## config.mk

```make
export PLATFORM = sky130hd
export DESIGN_NAME = decode_stage
export DESIGN_NICKNAME = d
export VERILOG_FILES = /design/src/rtl/isa_pkg.sv /design/src/rtl/hazard_detect.sv /design/src/rtl/decode_stage.sv
export SDC_FILE = /design/constraint.sdc
export NUM_CORES = 1
export LEC_CHECK = 0
export ABC_AREA = 1
export CORE_MARGIN = 3
export CORE_UTILIZATION = 43
export DETAILED_ROUTE_END_ITERATION = 12
export PLACE_DENSITY = 0.76
export SKIP_LAST_GASP = 1
export SLEW_MARGIN = 15
export SYNTH_ARGS = -nofsm -noshare
export SYNTH_HDL_FRONTEND = slang
export SYNTH_SLANG_ARGS = --single-unit
export TNS_END_PERCENT = 5
```

## constraint.sdc

```tcl
create_clock -name clk -period 3.1 [get_ports clk]
set_input_delay 0.93 -clock clk [delete_from_list [all_inputs] [get_ports clk]]
set_output_delay 0.93 -clock clk [all_outputs]
set_load 0.01 [all_outputs]
```

## src/rtl/isa_pkg.sv

```systemverilog
// ISA constants, control bundle and the combinational field decoder shared by
// the decode stage and its hazard logic.
package isa_pkg;

    localparam logic [3:0] OP_NOP  = 4'h0;
    localparam logic [3:0] OP_ADD  = 4'h1;
    localparam logic [3:0] OP_SUB  = 4'h2;
    localparam logic [3:0] OP_AND  = 4'h3;
    localparam logic [3:0] OP_OR   = 4'h4;
    localparam logic [3:0] OP_XOR  = 4'h5;
    localparam logic [3:0] OP_ADDI = 4'h6;
    localparam logic [3:0] OP_LD   = 4'h7;
    localparam logic [3:0] OP_ST   = 4'h8;
    localparam logic [3:0] OP_BEQ  = 4'h9;
    localparam logic [3:0] OP_JMP  = 4'hA;
    localparam logic [3:0] OP_HALT = 4'hF;

    localparam int OP_HI  = 15;
    localparam int OP_LO  = 12;
    localparam int FA_HI  = 11;
    localparam int FA_LO  = 8;
    localparam int FB_HI  = 7;
    localparam int FB_LO  = 4;
    localparam int FC_HI  = 3;
    localparam int FC_LO  = 0;

    typedef struct packed {
        logic reg_write;
        logic mem_read;
        logic mem_write;
        logic is_branch;
        logic halt;
        logic illegal;
    } ctrl_t;

    typedef struct packed {
        logic [3:0] opcode;
        logic [3:0] rd;
        logic [3:0] rs1;
        logic [3:0] rs2;
        logic [7:0] imm;
        ctrl_t      ctrl;
    } dec_t;

    function automatic logic reads_rs1(input logic [3:0] op);
        return (op >= OP_ADD) && (op <= OP_BEQ);
    endfunction

    function automatic logic reads_rs2(input logic [3:0] op);
        return ((op >= OP_ADD) && (op <= OP_XOR)) || (op == OP_ST) || (op == OP_BEQ);
    endfunction

    // Fields an opcode does not use are left at zero.
    function automatic dec_t decode(input logic [15:0] instr);
        dec_t d;
        logic [3:0] fa, fb, fc;
        d        = '0;
        fa       = instr[FA_HI:FA_LO];
        fb       = instr[FB_HI:FB_LO];
        fc       = instr[FC_HI:FC_LO];
        d.opcode = instr[OP_HI:OP_LO];
        case (d.opcode)
            OP_NOP, OP_JMP: ;
            OP_ADD, OP_SUB, OP_AND, OP_OR, OP_XOR: begin
                d.rd             = fa;
                d.rs1            = fb;
                d.rs2            = fc;
                d.ctrl.reg_write = 1'b1;
            end
            OP_ADDI: begin
                d.rd             = fa;
                d.rs1            = fa;
                d.imm            = instr[FB_HI:FC_LO];
                d.ctrl.reg_write = 1'b1;
            end
            OP_LD: begin
                d.rd             = fa;
                d.rs1            = fb;
                d.ctrl.reg_write = 1'b1;
                d.ctrl.mem_read  = 1'b1;
            end
            OP_ST: begin
                d.rs1            = fb;
                d.rs2            = fc;
                d.ctrl.mem_write = 1'b1;
            end
            OP_BEQ: begin
                d.rs1            = fa;
                d.rs2            = fb;
                d.imm            = {{4{fc[3]}}, fc};
                d.ctrl.is_branch = 1'b1;
            end
            OP_HALT: d.ctrl.halt = 1'b1;
            default: d.ctrl.illegal = 1'b1;
        endcase
        return d;
    endfunction

endpackage

```

## src/rtl/hazard_detect.sv

```systemverilog
// Load-use hazard check: the instruction in decode reads the register that
// the load currently in ID/EX has not yet produced.
module hazard_detect
    import isa_pkg::*;
#(
    parameter int RIW = 4
) (
    input  logic           req_valid,
    input  logic           id_valid,
    input  logic           id_mem_read,
    input  logic [RIW-1:0] id_rd,
    input  logic           use_rs1,
    input  logic           use_rs2,
    input  logic [RIW-1:0] rs1,
    input  logic [RIW-1:0] rs2,
    output logic           haz
);

    logic match;

    assign match = (use_rs1 && (rs1 == id_rd)) || (use_rs2 && (rs2 == id_rd));
    assign haz   = req_valid && id_valid && id_mem_read && match;

endmodule

```

## src/rtl/decode_stage.sv

```systemverilog
// Decode stage: field split into the ID/EX register, early JMP resolution,
// load-use stall, flush, HALT latch and saturating performance counters.
module decode_stage
    import isa_pkg::*;
#(
    parameter int IW   = 16,
    parameter int PCW  = 8,
    parameter int RIW  = 4,
    parameter int CNTW = 16
) (
    input  logic            clk,
    input  logic            reset,
    input  logic [IW-1:0]   instr_in,
    input  logic [PCW-1:0]  pc_in,
    input  logic            valid_in,
    input  logic            flush_in,
    output logic            stall,
    output logic            jump,
    output logic [PCW-1:0]  jump_target,
    output logic            id_valid,
    output logic [PCW-1:0]  id_pc,
    output logic [3:0]      id_opcode,
    output logic [RIW-1:0]  id_rd,
    output logic [RIW-1:0]  id_rs1,
    output logic [RIW-1:0]  id_rs2,
    output logic [7:0]      id_imm,
    output logic            id_reg_write,
    output logic            id_mem_read,
    output logic            id_mem_write,
    output logic            id_is_branch,
    output logic            id_halt,
    output logic            id_illegal,
    output logic            halted,
    output logic [CNTW-1:0] instr_count,
    output logic [CNTW-1:0] stall_count
);

    dec_t dec;
    logic shadow;
    logic eff_v;
    logic haz;
    logic load_v;

    assign dec   = decode(instr_in);
    assign eff_v = valid_in && !flush_in && !shadow && !halted;

    hazard_detect #(.RIW(RIW)) u_haz (
        .req_valid   (eff_v),
        .id_valid    (id_valid),
        .id_mem_read (id_mem_read),
        .id_rd       (id_rd),
        .use_rs1     (reads_rs1(dec.opcode)),
        .use_rs2     (reads_rs2(dec.opcode)),
        .rs1         (dec.rs1),
        .rs2         (dec.rs2),
        .haz         (haz)
    );

    assign stall       = haz;
    assign jump        = eff_v && !haz && (dec.opcode == OP_JMP);
    assign jump_target = instr_in[FA_HI:FB_LO];
    // JMP is fully handled here, so it never occupies ID/EX.
    assign load_v      = eff_v && !haz && (dec.opcode != OP_JMP);

    always_ff @(posedge clk or posedge reset) begin
        if (reset) begin
            shadow       <= 1'b0;
            halted       <= 1'b0;
            id_valid     <= 1'b0;
            id_pc        <= '0;
            id_opcode    <= '0;
            id_rd        <= '0;
            id_rs1       <= '0;
            id_rs2       <= '0;
            id_imm       <= '0;
            id_reg_write <= 1'b0;
            id_mem_read  <= 1'b0;
            id_mem_write <= 1'b0;
            id_is_branch <= 1'b0;
            id_halt      <= 1'b0;
            id_illegal   <= 1'b0;
            instr_count  <= '0;
            stall_count  <= '0;
        end else begin
            // The fetch after a JMP is already in flight; drop exactly that one.
            shadow <= jump;
            if (load_v && (dec.opcode == OP_HALT))
                halted <= 1'b1;

            if (load_v) begin
                id_valid     <= 1'b1;
                id_pc        <= pc_in;
                id_opcode    <= dec.opcode;
                id_rd        <= dec.rd;
                id_rs1       <= dec.rs1;
                id_rs2       <= dec.rs2;
                id_imm       <= dec.imm;
                id_reg_write <= dec.ctrl.reg_write;
                id_mem_read  <= dec.ctrl.mem_read;
                id_mem_write <= dec.ctrl.mem_write;
                id_is_branch <= dec.ctrl.is_branch;
                id_halt      <= dec.ctrl.halt;
                id_illegal   <= dec.ctrl.illegal;
            end else begin
                id_valid     <= 1'b0;
                id_pc        <= '0;
                id_opcode    <= '0;
                id_rd        <= '0;
                id_rs1       <= '0;
                id_rs2       <= '0;
                id_imm       <= '0;
                id_reg_write <= 1'b0;
                id_mem_read  <= 1'b0;
                id_mem_write <= 1'b0;
                id_is_branch <= 1'b0;
                id_halt      <= 1'b0;
                id_illegal   <= 1'b0;
            end

            if (load_v && (instr_count != {CNTW{1'b1}}))
                instr_count <= instr_count + 1'b1;
            if (haz && (stall_count != {CNTW{1'b1}}))
                stall_count <= stall_count + 1'b1;
        end
    end

endmodule

```

Yosys cells after proc, flatten, opt, wreduce, memory -nomap -nowiden --
Cells that the tools add are included.
Storage, ports and cells: register bits after elaboration 73, input port bits 28
Operators by class: add/sub/neg operators 2, magnitude comparators 3, equality and inequality tests 16, muxes and demuxes 23, reduce and logical (&&, ||, !) cells 29
Operator list (count):
- 16-bit by 1-bit adder with 16-bit output (second input constant) | 2
- 16-bit != test (second input constant) | 2
- 4-bit two-way mux | 5
- 4-bit by 3-bit == test with 1-bit output (second input constant) | 4
- 4-bit == test (second input constant) | 4
- 1-bit logical AND | 16
- 8-bit two-way mux | 2
- 4-bit one-hot mux with 2 select lines | 2
- 8-bit one-hot mux with 2 select lines | 1
- 7-bit OR reduction | 2
- 1-bit two-way mux | 13
- 12-bit OR reduction | 1
- 4-bit by 2-bit == test with 1-bit output (second input constant) | 2
- 4-bit == test | 2
- 6-bit OR reduction | 1
- 4-bit by 1-bit == test with 1-bit output (second input constant) | 1
- 4-bit by 1-bit greater-or-equal comparator with 1-bit output (second input constant) | 1
- 4-bit by 3-bit <= comparator with 1-bit output (second input constant) | 1
- 4-bit <= comparator (second input constant) | 1
- 1-bit zero test | 4
- 4-bit zero test | 1
- 4-bit != test (second input constant) | 1
- 1-bit logical OR | 3
- 2-bit OR reduction | 1

Depth between registers and ports, before layout --
word-level depth 11, depth in mapped cells 20

Hierarchy --
Synthesis repeated with hierarchy kept, for this count alone.
Second synthesis, totals: cell total of the unflattened synthesis 515, area total of the unflattened synthesis 3848.7 um^2
Modules (own cells, without submodules):
- decode_stage | instances 1, cells each 481, area each 3693.5 um^2, seq. area each 1826.8 um^2
- hazard_detect | instances 1, cells each 34, area each 155.1 um^2, seq. area each 0.0 um^2

Worst setup path before layout --
OpenSTA, ideal clock, no wires.
path type input port to output port, start input instr_in[14], end output jump, data arrival time 2.224 ns, data required time 2.170 ns, setup slack -0.054 ns, cell stages on the path 15, path through inv_2 -> nand2_1 -> nand2_1 -> nand2_2 -> nor2_4 -> inv_2 -> nand2_1 -> nand3_1 -> nand2_1 -> nor2_1 -> nand3_1 -> nand2_2 -> a21oi_4 -> inv_1 -> nor2_1
Between the ends: cells in the longest elaborated chain, start to end 10, elaborated cells between the ends (all ways) 31
RTL lines:
- from (decl) | line decode_stage.sv:13 | input logic [IW-1:0] instr_in,
- 4-bit == test, or another cell as far along | line isa_pkg.sv:50, isa_pkg.sv:62
- 7-bit OR reduction (no source line), or another cell as far along
- 4-bit one-hot mux with 2 select lines / 1-bit logical OR (equally long branches) | line isa_pkg.sv:62, isa_pkg.sv:50
- 4-bit == test / 1-bit logical OR (equally long branches) | line hazard_detect.sv:21, isa_pkg.sv:50
- 1-bit logical AND | line hazard_detect.sv:21 | assign match = (use_rs1 && (rs1 == id_rd)) || (use_rs2 && (rs2 == id_rd));
- 1-bit logical OR | line hazard_detect.sv:21
- 1-bit logical AND | line hazard_detect.sv:22 | assign haz = req_valid && id_valid && id_mem_read && match;
- 1-bit zero test | line decode_stage.sv:60 | assign jump = eff_v && !haz && (dec.opcode == OP_JMP);
- 1-bit logical AND | line decode_stage.sv:60
- 1-bit logical AND (*) | line decode_stage.sv:60
- to (decl) | line decode_stage.sv:18 | output logic jump,
Mark *: on every way between the ends. The rest lies on a longest branch, timed or not.

Final worst setup path --
start input instr_in[12], end output jump
The elaborated chain is that of the path after synthesis.

==> impl_metrics.ini <==
[worst_setup_path]
slowest_delay_ps = 160
end_kind = primary output
slowest_stage = nand2_4
crit_required_ps = 2170
arrival_ps = 2440
worstPathCellList = buf_6 > nor2_4 > nand2_2 > nand2_4 > nor2_4 > o21ai_2 > inv_2 > nand2_1 > nand2_1 > nand3_1 > nand2_2 > a21oi_4 > inv_2 > nor2_4 > buf_6
crit_top_cell = nor2_4
worstPathMaxFanout = 6
startpoint_type = primary input
critical_path_class = primary input to primary output

[timing]
max_slew_margin_pct = 67.4
finClkSkew_ps = 8.76
worst_pin_slew_ps = 485
hold_violations = 0
setup_ws_ps = -265
rsz0062_at_grt = yes
timing.final.crit_share_pct = 109
fin_hold_ws_ps = 484
slew_viol_final = 0
max_freq_mhz = 297
finalSetupViolCount = 2
period_needed_ps = 3370

[final_layout]
final_nets = 663
nFillCells = 653
fin_cells = 743
syn2layout_area_growth_pct = 53.0
final_util_pct = 69.5
multi_input_area_sq_mm = 0.00180
diodes = 0
drive_gt1_share_pct = 22.9
regArea_sq_mm = 0.00183

[power]
clockPowerShare_pct = 45.0
power.density_mw_per_mm2 = 368
p_comb_share_pct = 10.9
pwr-share-seq_pct = 44.1
switching_share_pct = 22.8
ir_worst_vdd_uv = 209
p_sw_uw = 491
power.total_uw = 2150
p_int_uw = 1660
p_leak_uw = 0.00274

[floorplan]
die_area_sq_mm = 0.0101
std_cell_rows = 33
fp.dieH_um = 100
chipWidth_um = 100
coreArea_sq_mm = 0.00842
initial_utilization_pct = 45.5
ios = 110

[logic_synthesis]
ys_top_cells_by_area = dfrtp_1 48%, nand2_1 12%, nor2_1 4.9%
ys_warn_count = 0
synth.distinct_cells = 30
synth_top_area_share_pct = 47.7
synthCells = 472
synthesis.nets = 502
synth.avg_cell_area_sq_um = 8.11
seq_area_frac_synth_pct = 47.7
synth_area_sq_mm = 0.00383
synth_top_area_cell = dfrtp_1
ys_seq_elements = 73

[detailed_routing]
post_drt_wl_per_cell_um = 14.5
via_per_inst = 4.97
vias = 3689
drc = 0
antenna_left = 0
totalWireLength_um = 10800
dr.pass1.iters = 4
drtIter0Drc = 121

[status]
outcome = finished, violations left
violations = setup timing

[place]
place.detailed.hpwl_um = 7670
place_inst = 717
portBuffers = 109
gp_congestion = 0.899
dp_slack_ps = -1270

[global_route]
grt_max_degree = 74
grt_first_pass_wirelength_um = 17900
grt_pass1_vias = 3731
antenna_found_initial = 0
track_usage_pct = 22.4
overflow = 0

[clock_tree]
numCtsBuffers = 9
root_buffer = clkbuf_8
clock-sinks = 73
htreeDepth = 3
cts_tree = yes
cts_buffer_depth = 2
clkTransAtPathRegs_ps = 70
clk_latency_ps = 360

[worst_hold_path]
min_path_type = register to register

[flow_run]
cap_violations = 0
==> layout make-up <==
cell class	instances	share of cell area, %
well taps	105	2.24
clock buffers	12	2.82
flip-flops and latches	73	31.2
inverters	52	3.63
repair buffers	169	27.7
multi-input cells	328	30.8
clock inverters	4	1.67
==> metrics by stage <==
stage               instance area, sq um  setup TNS [ps]
floorplan                           3830           -12.7
global placement                    5350          -21040
detailed placement                  5350          -27220
CTS                                 5810            -457
global route                        5860            -754
finish                              5860            -472
==> registers in the layout (all words and copies together), names as in the netlist <==
register / flops
shadow: 1
id_illegal: 1
id_halt: 1
id_rs1: 4
id_reg_write: 1
id_imm: 8
id_mem_read: 1
id_pc: 8
id_valid: 1
halted: 1
id_mem_write: 1
id_is_branch: 1
id_rs2: 4
stall_count: 16
id_opcode: 4
instr_count: 16
id_rd: 4
==> path summary, 6_finish.rpt <==
kind | to | cells past startpoint | slack [ps] | from
worst max-delay path | jump | 15 | -270 | instr_in[12]
worst min-delay path | halted | 2 | 480 | halted
worst max register to register | instr_count[0] | 9 | 890 | instr_count[0]
worst min register to register | halted | 2 | 480 | halted
max in group asynchronous | id_rs1[1] | 3 | 1830 | reset
min in group asynchronous | id_halt | 3 | 980 | reset
==> per-layer routing <==
metal	wire (um)	global-route usage (%)
met5	0	0
met4	273	8.39
met3	649	5.70
met2	5450	38.2
met1	4400	27.2
==> cells by family after synthesis <==
group                    after synthesis  synth area share [%]
AND/OR/NAND/NOR                      265                  31.6
flip-flops                            73                  47.7
buffers and inverters                 71                  8.59
AO/OA/AOI/OAI                         31                  4.61
XOR/XNOR                              30                  6.86
adder cells (fa/ha/maj)                2                 0.653
==> Yosys cell counts <==
library cell	n
o21ai_1	10
nor4_1	1
inv_4	1
a21oi_1	10
nor3b_1	1
clkbuf_1	3
nand2_1	127
a21oi_4	1
and3_1	1
dfrtp_1	73
xor2_1	15
buf_6	2
buf_4	11
inv_1	41
nor2_2	10
nor2_4	4
nand4_1	22
nand2_4	3
a21boi_1	1
nor3_1	10
nand2_2	9
o21ai_2	2
inv_2	10
nand3_2	1
o21ai_0	7
buf_2	3
ha_1	2
nand3_1	26
xnor2_1	15
nor2_1	50
==> power groups by stage <==
| stage | Combinational, uW | Clock (uW) | Sequential (uW) |
|---|---|---|---|
| after CTS | 224 | 995 | 951 |
| final | 234 | 969 | 951 |
| after global routing | 256 | 1020 | 951 |
| after detailed placement | 196 | 0 | 970 |
| after floorplan | 90.9 | 0 | 970 |
| after global placement | 191 | 0 | 970 |
==> repair_timing <==
item                       4_1_cts  5_1_grt
setup buffers                    9        1
cloned                           0        0
hold buffers                     0        0
pin swaps                       18       15
setup endpoints to repair       55        2
gates resized for setup         76       11
==> worst max-delay path: cells and delay by family <==
kind | cells | cell delay (ps)
simple gates | 9 | 850
compound gates | 2 | 300
buf+inv | 4 | 340
==> placed cells by master, fill, tap and decap left out, types with 4 or more instances in the layout <==
cell type	instances
xnor2_1	15
nor2_2	13
nand2_1	119
nand4_1	22
nand3_1	24
buf_6	4
nand2_2	13
xor2_1	15
dlygate4sd2_1	5
dfrtp_1	73
nor2_4	7
nand2_4	6
o21ai_1	7
buf_12	7
clkbuf_8	12
buf_4	54
inv_1	39
nor3_1	10
o21ai_0	6
nor2_1	44
a21oi_1	10
inv_2	8
clkdlybuf4s50_1	98
(Power assumes the default switching activity.)
